File: config.mk
export PLATFORM = sky130hd
export DESIGN_NAME = coo_edge_loader
export DESIGN_NICKNAME = d
export VERILOG_FILES = /design/src/rtl/coo_edge_loader.sv
export SDC_FILE = /design/constraint.sdc
export NUM_CORES = 1
export LEC_CHECK = 0
export BUFFER_PORTS_ARGS = -buffer_cell sky130_fd_sc_hd__buf_2
export CORE_MARGIN = 1.5
export CORE_UTILIZATION = 40
export DETAILED_ROUTE_END_ITERATION = 8
export PLACE_DENSITY_LB_ADDON = 0.05
export SYNTH_ARGS = -nofsm -noshare
export SYNTH_HDL_FRONTEND = slang
export SYNTH_SLANG_ARGS = --single-unit
export TNS_END_PERCENT = 1
File: constraint.sdc
create_clock -name clk -period 1.2 [get_ports clk]
set_input_delay 0.24 -clock clk [delete_from_list [all_inputs] [get_ports clk]]
set_output_delay 0.24 -clock clk [all_outputs]
set_load 0.1 [all_outputs]
File: src/rtl/coo_edge_loader.sv
// Streams a fixed-length batch of graph edges into COO column memory.
// Optional COO_LOAD_RANGE_CHECK_EN drops and flags out-of-range edges.
module coo_edge_loader #(
  parameter int COO_NUM_OF_COLS   = 6,
  parameter int COO_ADDRESS_WIDTH = $clog2(COO_NUM_OF_COLS),
  parameter int NUM_OF_NODES      = 6,
  parameter int NODE_WIDTH        = $clog2(NUM_OF_NODES)
) (
  input  logic                         clk,
  input  logic                         reset,
  input  logic                         start,
  input  logic                         edge_valid,
  output logic                         edge_ready,
  input  logic [NODE_WIDTH-1:0]        edge_src,
  input  logic [NODE_WIDTH-1:0]        edge_dst,
  output logic                         coo_wr_en,
  output logic [COO_ADDRESS_WIDTH-1:0] coo_wr_address,
  output logic [2*NODE_WIDTH-1:0]      coo_wr_data,
  output logic                         busy,
  output logic                         done,
  output logic [COO_ADDRESS_WIDTH:0]   edge_count,
  output logic                         range_error
);

  typedef enum logic [1:0] {
    IDLE,
    LOAD,
    DONE
  } state_t;

  localparam logic [COO_ADDRESS_WIDTH-1:0] LAST_IDX =
    COO_ADDRESS_WIDTH'(COO_NUM_OF_COLS - 1);

  state_t state;
  state_t state_next;

  logic [COO_ADDRESS_WIDTH-1:0] wr_idx;
  logic                         accept;
  logic                         in_range;
  logic                         write;
  logic                         last;
  logic                         begin_load;

  assign accept     = edge_valid && edge_ready;
  assign write      = accept && in_range;
  assign last       = wr_idx == LAST_IDX;
  assign begin_load = (state == IDLE) && start;

`ifdef COO_LOAD_RANGE_CHECK_EN
  localparam logic [NODE_WIDTH:0] NODE_LIM =
    (NODE_WIDTH + 1)'(NUM_OF_NODES);

  assign in_range = ({1'b0, edge_src} < NODE_LIM)
                 && ({1'b0, edge_dst} < NODE_LIM);

  always_ff @(posedge clk) begin
    if (reset) begin
      range_error <= 1'b0;
    end else if (begin_load) begin
      range_error <= 1'b0;
    end else if (accept && !in_range) begin
      range_error <= 1'b1;
    end
  end
`else
  assign in_range    = 1'b1;
  assign range_error = 1'b0;
`endif

  // ready is a pure state decode so upstream never sees a valid->ready path
  always_comb begin
    state_next = state;
    edge_ready = 1'b0;
    busy       = 1'b0;
    done       = 1'b0;
    unique case (state)
      IDLE: begin
        if (start) state_next = LOAD;
      end
      LOAD: begin
        edge_ready = 1'b1;
        busy       = 1'b1;
        if (write && last) state_next = DONE;
      end
      DONE: begin
        busy       = 1'b1;
        done       = 1'b1;
        state_next = IDLE;
      end
      default: state_next = IDLE;
    endcase
  end

  always_ff @(posedge clk) begin
    if (reset) begin
      state          <= IDLE;
      wr_idx         <= '0;
      edge_count     <= '0;
      coo_wr_en      <= 1'b0;
      coo_wr_address <= '0;
      coo_wr_data    <= '0;
    end else begin
      state     <= state_next;
      coo_wr_en <= write;
      if (begin_load) begin
        wr_idx     <= '0;
        edge_count <= '0;
      end else if (write) begin
        coo_wr_address <= wr_idx;
        coo_wr_data    <= {edge_src, edge_dst};
        wr_idx         <= last ? '0 : wr_idx + 1'b1;
        edge_count     <= edge_count + 1'b1;
      end
    end
  end

endmodule

==> results of run 1 <==
power by group through the flow:
stage | clock [mW] | combinational, mW | sequential (mW)
after floorplan | 0 | 0.771 | 0.999
after global placement | 0 | 1.64 | 0.773
after detailed placement | 0 | 1.66 | 0.776
after CTS | 0.343 | 1.77 | 0.770
after global routing | 0.377 | 1.95 | 0.789
final | 0.332 | 1.85 | 0.780
final timing paths:
path	to	slack, ns
worst min register to register	edge_count[1]$_SDFFE_PP0P_	0.51
worst min-delay path	coo_wr_data[2]$_SDFFE_PP0P_	0.18
worst max register to register	wr_idx[2]$_SDFFE_PP0P_	-0.21
worst max-delay path	edge_ready	-0.26
layer usage:
metal	part of all wire	routed length, µm	vias to the layer above
met3	0.038	85	2
met2	0.53	1170	23
met5	0	0	-
met1	0.43	942	411
met4	0.0054	12	0
li1	-	-	425
state kept, by name, summed over array words and instances (netlist names):
register / flops
coo_wr_data: 6
edge_count: 4
coo_wr_address: 3
wr_idx: 3
state: 2
coo_wr_en: 1
logic make-up (layout without fill, tap and decap cells):
kind of cell | after synthesis | count (layout)
buffers and inverters | 9 | 49
XOR/XNOR | 3 | 3
other | 1 | 1
AO/OA/AOI/OAI | 27 | 27
AND/OR/NAND/NOR | 34 | 34
flip-flops | 19 | 19
adder cells (fa/ha/maj) | 6 | 6
worst min-delay path: cells and delay by family:
family	cells	cell delay [ns]
buf+inv	1	0.09
compound gates	1	0.05
simple gates	1	0.05
Yosys cell counts, types with 2 or more instances:
cell       count
dfxtp_1       19
a21oi_1       13
nand3_1       12
o21ai_0       10
ha_1           6
nand2_1        6
inv_1          4
nor2_1         4
and2_1         3
clkbuf_1       3
nor2b_1        3
a2111oi_0      2
a221o_1        2
buf_4          2
or3_1          2
xnor2_1        2
cells in the final DEF, fill, tap and decap left out, types with 3 or more instances in the layout:
cell      instances
and2_1            3
buf_2             9
ha_1              3
dfxtp_2           4
nand3_1          10
buf_6             4
o21ai_1           5
ha_4              3
a21oi_1          11
clkbuf_4          3
buf_12           19
buf_4             9
o21ai_0           5
dfxtp_1          14
nand2_1           5
nor2_1            4
cell type report:
class	count	area, µm²
timing repair buffer	41	538
multi-input combinational	71	532
fill	136	464
sequential	19	389
tap	27	33.8
clock buffer	3	22.5
inverter	4	17.5
clock inverter	1	5.00
repair_timing:
| action | CTS | global route |
|---|---|---|
| hold endpoints to repair | 0 | 0 |
| buffers inserted | 1 | 0 |
| resized for setup | 15 | 13 |
| setup endpoints to repair | 20 | 22 |
| hold buffers | 0 | 0 |
| pin swaps | 4 | 3 |
stage by stage:
stage / std cells / hold WS [ns] / utilization / total power [mW] / setup TNS [ns]
6_report: 166 / 0.177 / 0.768 / 2.96 / -3.12
5_1_grt: 166 / 0.174 / 0.768 / 3.12 / -4.40
4_1_cts: 166 / 0.168 / 0.744 / 2.88 / -3.33
3_5_place_dp: 161 / 0.497 / 0.706 / 2.43 / -2.08
3_3_place_gp: 161 / 0.484 / 0.706 / 2.41 / -1.42
2_1_floorplan: 99 / 0.388 / - / 1.77 / -3.76
==> results.cfg, run 1 <==
[yosys]
synthXorXnorAreaFrac = 0.0304
ys_warn_count = 0
synth_top_area_cell = dfxtp_1
synth.area.top_cells = dfxtp_1 44%, ha_1 8.7%, a21oi_1 7.5%, nand3_1 7.0%, o21ai_0 5.8%
synthCells = 99
yosysSeqAreaShare = 0.441
synthDistinctLibCells = 22
synthFlopType = dfxtp_1
synth_enable_flop_cells = 0
synth.top_cell.area_share = 0.441
synth_seq_cells = 19
synth_top_family_by_area = simple AND/OR/NAND/NOR gates
synth_async_sr_flop_share = 0
synthMuxAreaShare = 0
synthSimpleGateAreaFrac = 0.213
syn_area_um2 = 863
synthAdderAreaFrac = 0.0870
synth_compound_area_frac = 0.177
syn_nets = 115
postSynthAreaPerCell_um2 = 8.72

[setup_path]
worst-path-stages = 4
rr_worst_depth = 6
path_cells = buf_12 > ha_4 > buf_6 > buf_12
endpoint_kind = output port
crit_start = state[0]$_SDFFE_PP0P_
cpMaxStageDelayCell = dfxtp_4
cp_slowest_stage_delay_ns = 0.38
crit_type = reg -> out
cp_data_required_time_ns = 0.96
cp_max_fo = 3
cp.arrival_ns = 1.22
crit_top_cell = buf_12
startpoint_type = register
path_delay_family = flip-flops
r2r-start = state[0]$_SDFFE_PP0P_
path_buf_inv = 3

[global_routing]
grt_max_degree = 13
gr-usage-met2 = 0.360
grt_most_used_layer = met2
gr-usage-all-layers = 0.195
antenna_found_initial = 0
grt_pass1_wl_um = 3720
met3_usage = 0.0364
grt_use_met1 = 0.224
first_global_vias = 892
grt_overflow = 0

[final_layout]
area_growth_pct = 78.1
design_area_mm2 = 0.00154
antennaDiodeCount = 0
finalNetCount = 156
layout-drive-gt1-share = 0.482

[drt]
drc = 0
via_count = 861
wirelength_um = 2220
drt-initial-drc-count = 9
avgRoutedWirePerCell_um = 13.3
first_pass_iters = 4
viasPerCell = 5.19
final_antenna_net_count = 0

[floorplanning]
ios = 28
fp.dieArea_mm2 = 0.00245
die_y_um = 49.5
start_util = 0.431
die_w_um = 49.5
rows = 16
core_mm2 = 0.00200

[power]
p_int_mw = 1.61
clockPowerShare = 0.112
power_density_mw_per_mm2 = 1930
power_switching_share = 0.458
max-vdd-ir-drop_uv = 1950
pwr-share-seq = 0.263
leakagePower_nw = 0.607
pwr-share-comb = 0.625
switchingPower_mw = 1.36

[worst_hold_path]
min_path_type = in -> reg
holdPathStages = 3
hold_path_startpoint = edge_dst[2]

[clock_network]
cts_root_buf = clkbuf_4
cts-htree-levels = 1
cts_sinks = 19
clockBufferDepth = 2
cts_tree = built
cts.clk_slew.worst_paths_ns = 0.11
insertion_delay_ns = 0.30
numCtsBuffers = 3

[placed_design]
place_area_mm2 = 0.00141
place_ws_ns = -0.196
portBuffers = 26
gp_congestion = 0.780
dp_hpwl_um = 1570

[outcome]
violations = setup timing
status = finished, violations left

[sta]
fin_crit_ns = 1.46
rsz0062_at_grt = true
final-max-slew-violation-count = 0
fin_skew_ns = 0.00282
hold_viol = 0
fin_crit_sh = 1.22
fmax_mhz = 684
setup_slack_ns = -0.262
setup_violations = 20

[flow_run]
cap_violations = 0
Power figures use the tool's default switching activity.
==> run 2, diff against run 1 <==
--- a/config.mk
+++ b/config.mk
@@ -13,4 +13,3 @@
 export SYNTH_ARGS = -nofsm -noshare
 export SYNTH_HDL_FRONTEND = slang
 export SYNTH_SLANG_ARGS = --single-unit
-export TNS_END_PERCENT = 1
==> run 2 against run 1 <==
The run still ends with setup timing left; fmax increased by 1.9%; non-clock buffer count increased by 3; clock-buffer cell count increased by 1; clock power increased by 3%; setup slack improved by 0.028 ns; routed wire length increased by 44%; cell count increased by 2.4%; worst hold slack got worse by 0.0086 ns.
==> results.cfg, run 2 (synthesis gave the netlist of run 1 again) <==
[outcome]
status = finished, violations left
violations = setup timing

[floorplanning]
fp.dieArea_mm2 = 0.00245
ios = 28
start_util = 0.431
die_y_um = 49.5
core_mm2 = 0.00200
die_w_um = 49.5
rows = 16

[setup_path]
cp.arrival_ns = 1.19
endpoint_kind = output port
cp_data_required_time_ns = 0.96
crit_type = reg -> out
startpoint_type = register
cp_max_fo = 4

[clock_network]
cts-htree-levels = 1
hold_buffers = 0
cts_sinks = 19
cts_root_buf = clkbuf_4
cts.clk_slew.worst_paths_ns = 0.11
insertion_delay_ns = 0.30
cts_tree = built
clockBufferDepth = 2
numCtsBuffers = 3

[final_layout]
finalNetCount = 160
antennaDiodeCount = 0
mostFrequentLayoutCell = buf_12
design_area_mm2 = 0.00175
regMostFlops = coo_wr_data
largest_reg_flops = 6
area_growth_pct = 103
fillers = 102
layout-drive-gt1-share = 0.748
top_regs = coo_wr_data: 6 flops, edge_count: 4 flops
final_cell_mix = 17 x buf_12, 12 x a21oi_2, 12 x dfxtp_1, 11 x buf_4, 9 x buf_2
utilization = 0.874

[drt]
first_pass_iters = 4
via_count = 945
drc = 0
wirelength_um = 3200
avgRoutedWirePerCell_um = 18.8
viasPerCell = 5.56
drt-initial-drc-count = 14
final_antenna_net_count = 0

[placed_design]
place_ws_ns = -0.148
dp_hpwl_um = 1680
portBuffers = 26
place_area_mm2 = 0.00139
gp_congestion = 0.730

[sta]
fin_crit_sh = 1.19
setup_slack_ns = -0.234
final-max-slew-violation-count = 0
finalSetupTns_ns = -2.40
fin_skew_ns = 0.00516
fmax_mhz = 697
fin_crit_ns = 1.43
rsz0062_at_grt = true
hold-worst-slack_ns = 0.168
hold_viol = 0
setup_violations = 20

[global_routing]
grt_max_degree = 11
antenna_found_initial = 0
first_global_vias = 1017
gr-usage-all-layers = 0.244
grt_pass1_wl_um = 4530
grt_overflow = 0

[power]
power_density_mw_per_mm2 = 1870
max-vdd-ir-drop_uv = 2410
leakagePower_nw = 0.669

[worst_hold_path]
min_path_type = in -> reg

[flow_run]
cap_violations = 0
-- run 2: report_power, final --
part	total (mW)	internal (mW)	leakage (nW)	switching, mW
registers	0.803	0.706	0.158	0.0971
logic	2.13	0.863	0.496	1.26
clock network	0.341	0.130	0.0150	0.211
-- run 2: through the flow --
step	cells	power, mW
2_1_floorplan	99	1.79
3_3_place_gp	160	2.33
3_5_place_dp	160	2.36
4_1_cts	170	3.05
5_1_grt	170	3.39
6_report	170	3.27
-- run 2: what timing repair did --
item                                    in CTS  in global routing
endpoints found under the setup margin      17                 21
pin swaps                                   19                 21
buffers inserted                             4                  1
cloned                                       2                  0
resized for setup                           47                 33
-- run 2: layer usage --
metal  track usage  share of wire
met1         0.255           0.38
met2         0.439           0.53
met3        0.0485          0.047
met4         0.162          0.042
met5             0              0
-- run 2: final cells by class --
type	count	area, µm²	share of cell area
Clock buffer	4	26.3	0.0150
Sequential cell	19	397	0.227
Inverter	4	20.0	0.0114
Timing Repair Buffer	44	547	0.312
Multi-Input combinational cell	72	727	0.415
Tap cell	27	33.8	0.0193
-- run 2: final timing paths --
| path | startpoint | to | slack (ns) | cells past startpoint |
|---|---|---|---|---|
| max | state[0]$_SDFFE_PP0P_ | busy | -0.23 | 3 |
| min | edge_src[1] | coo_wr_data[4]$_SDFFE_PP0P_ | 0.17 | 3 |
| max reg2reg | state[1]$_SDFFE_PP0P_ | coo_wr_address[0]$_SDFFE_PP0P_ | -0.15 | 7 |
| min reg2reg | coo_wr_data[3]$_SDFFE_PP0P_ | coo_wr_data[3]$_SDFFE_PP0P_ | 0.51 | 2 |
-- run 2: worst max-delay path, stage by stage (launching register included) --
cell and delay [ns]:
dfxtp_4 0.41, inv_4 0.06, ha_4 0.27, buf_12 0.16
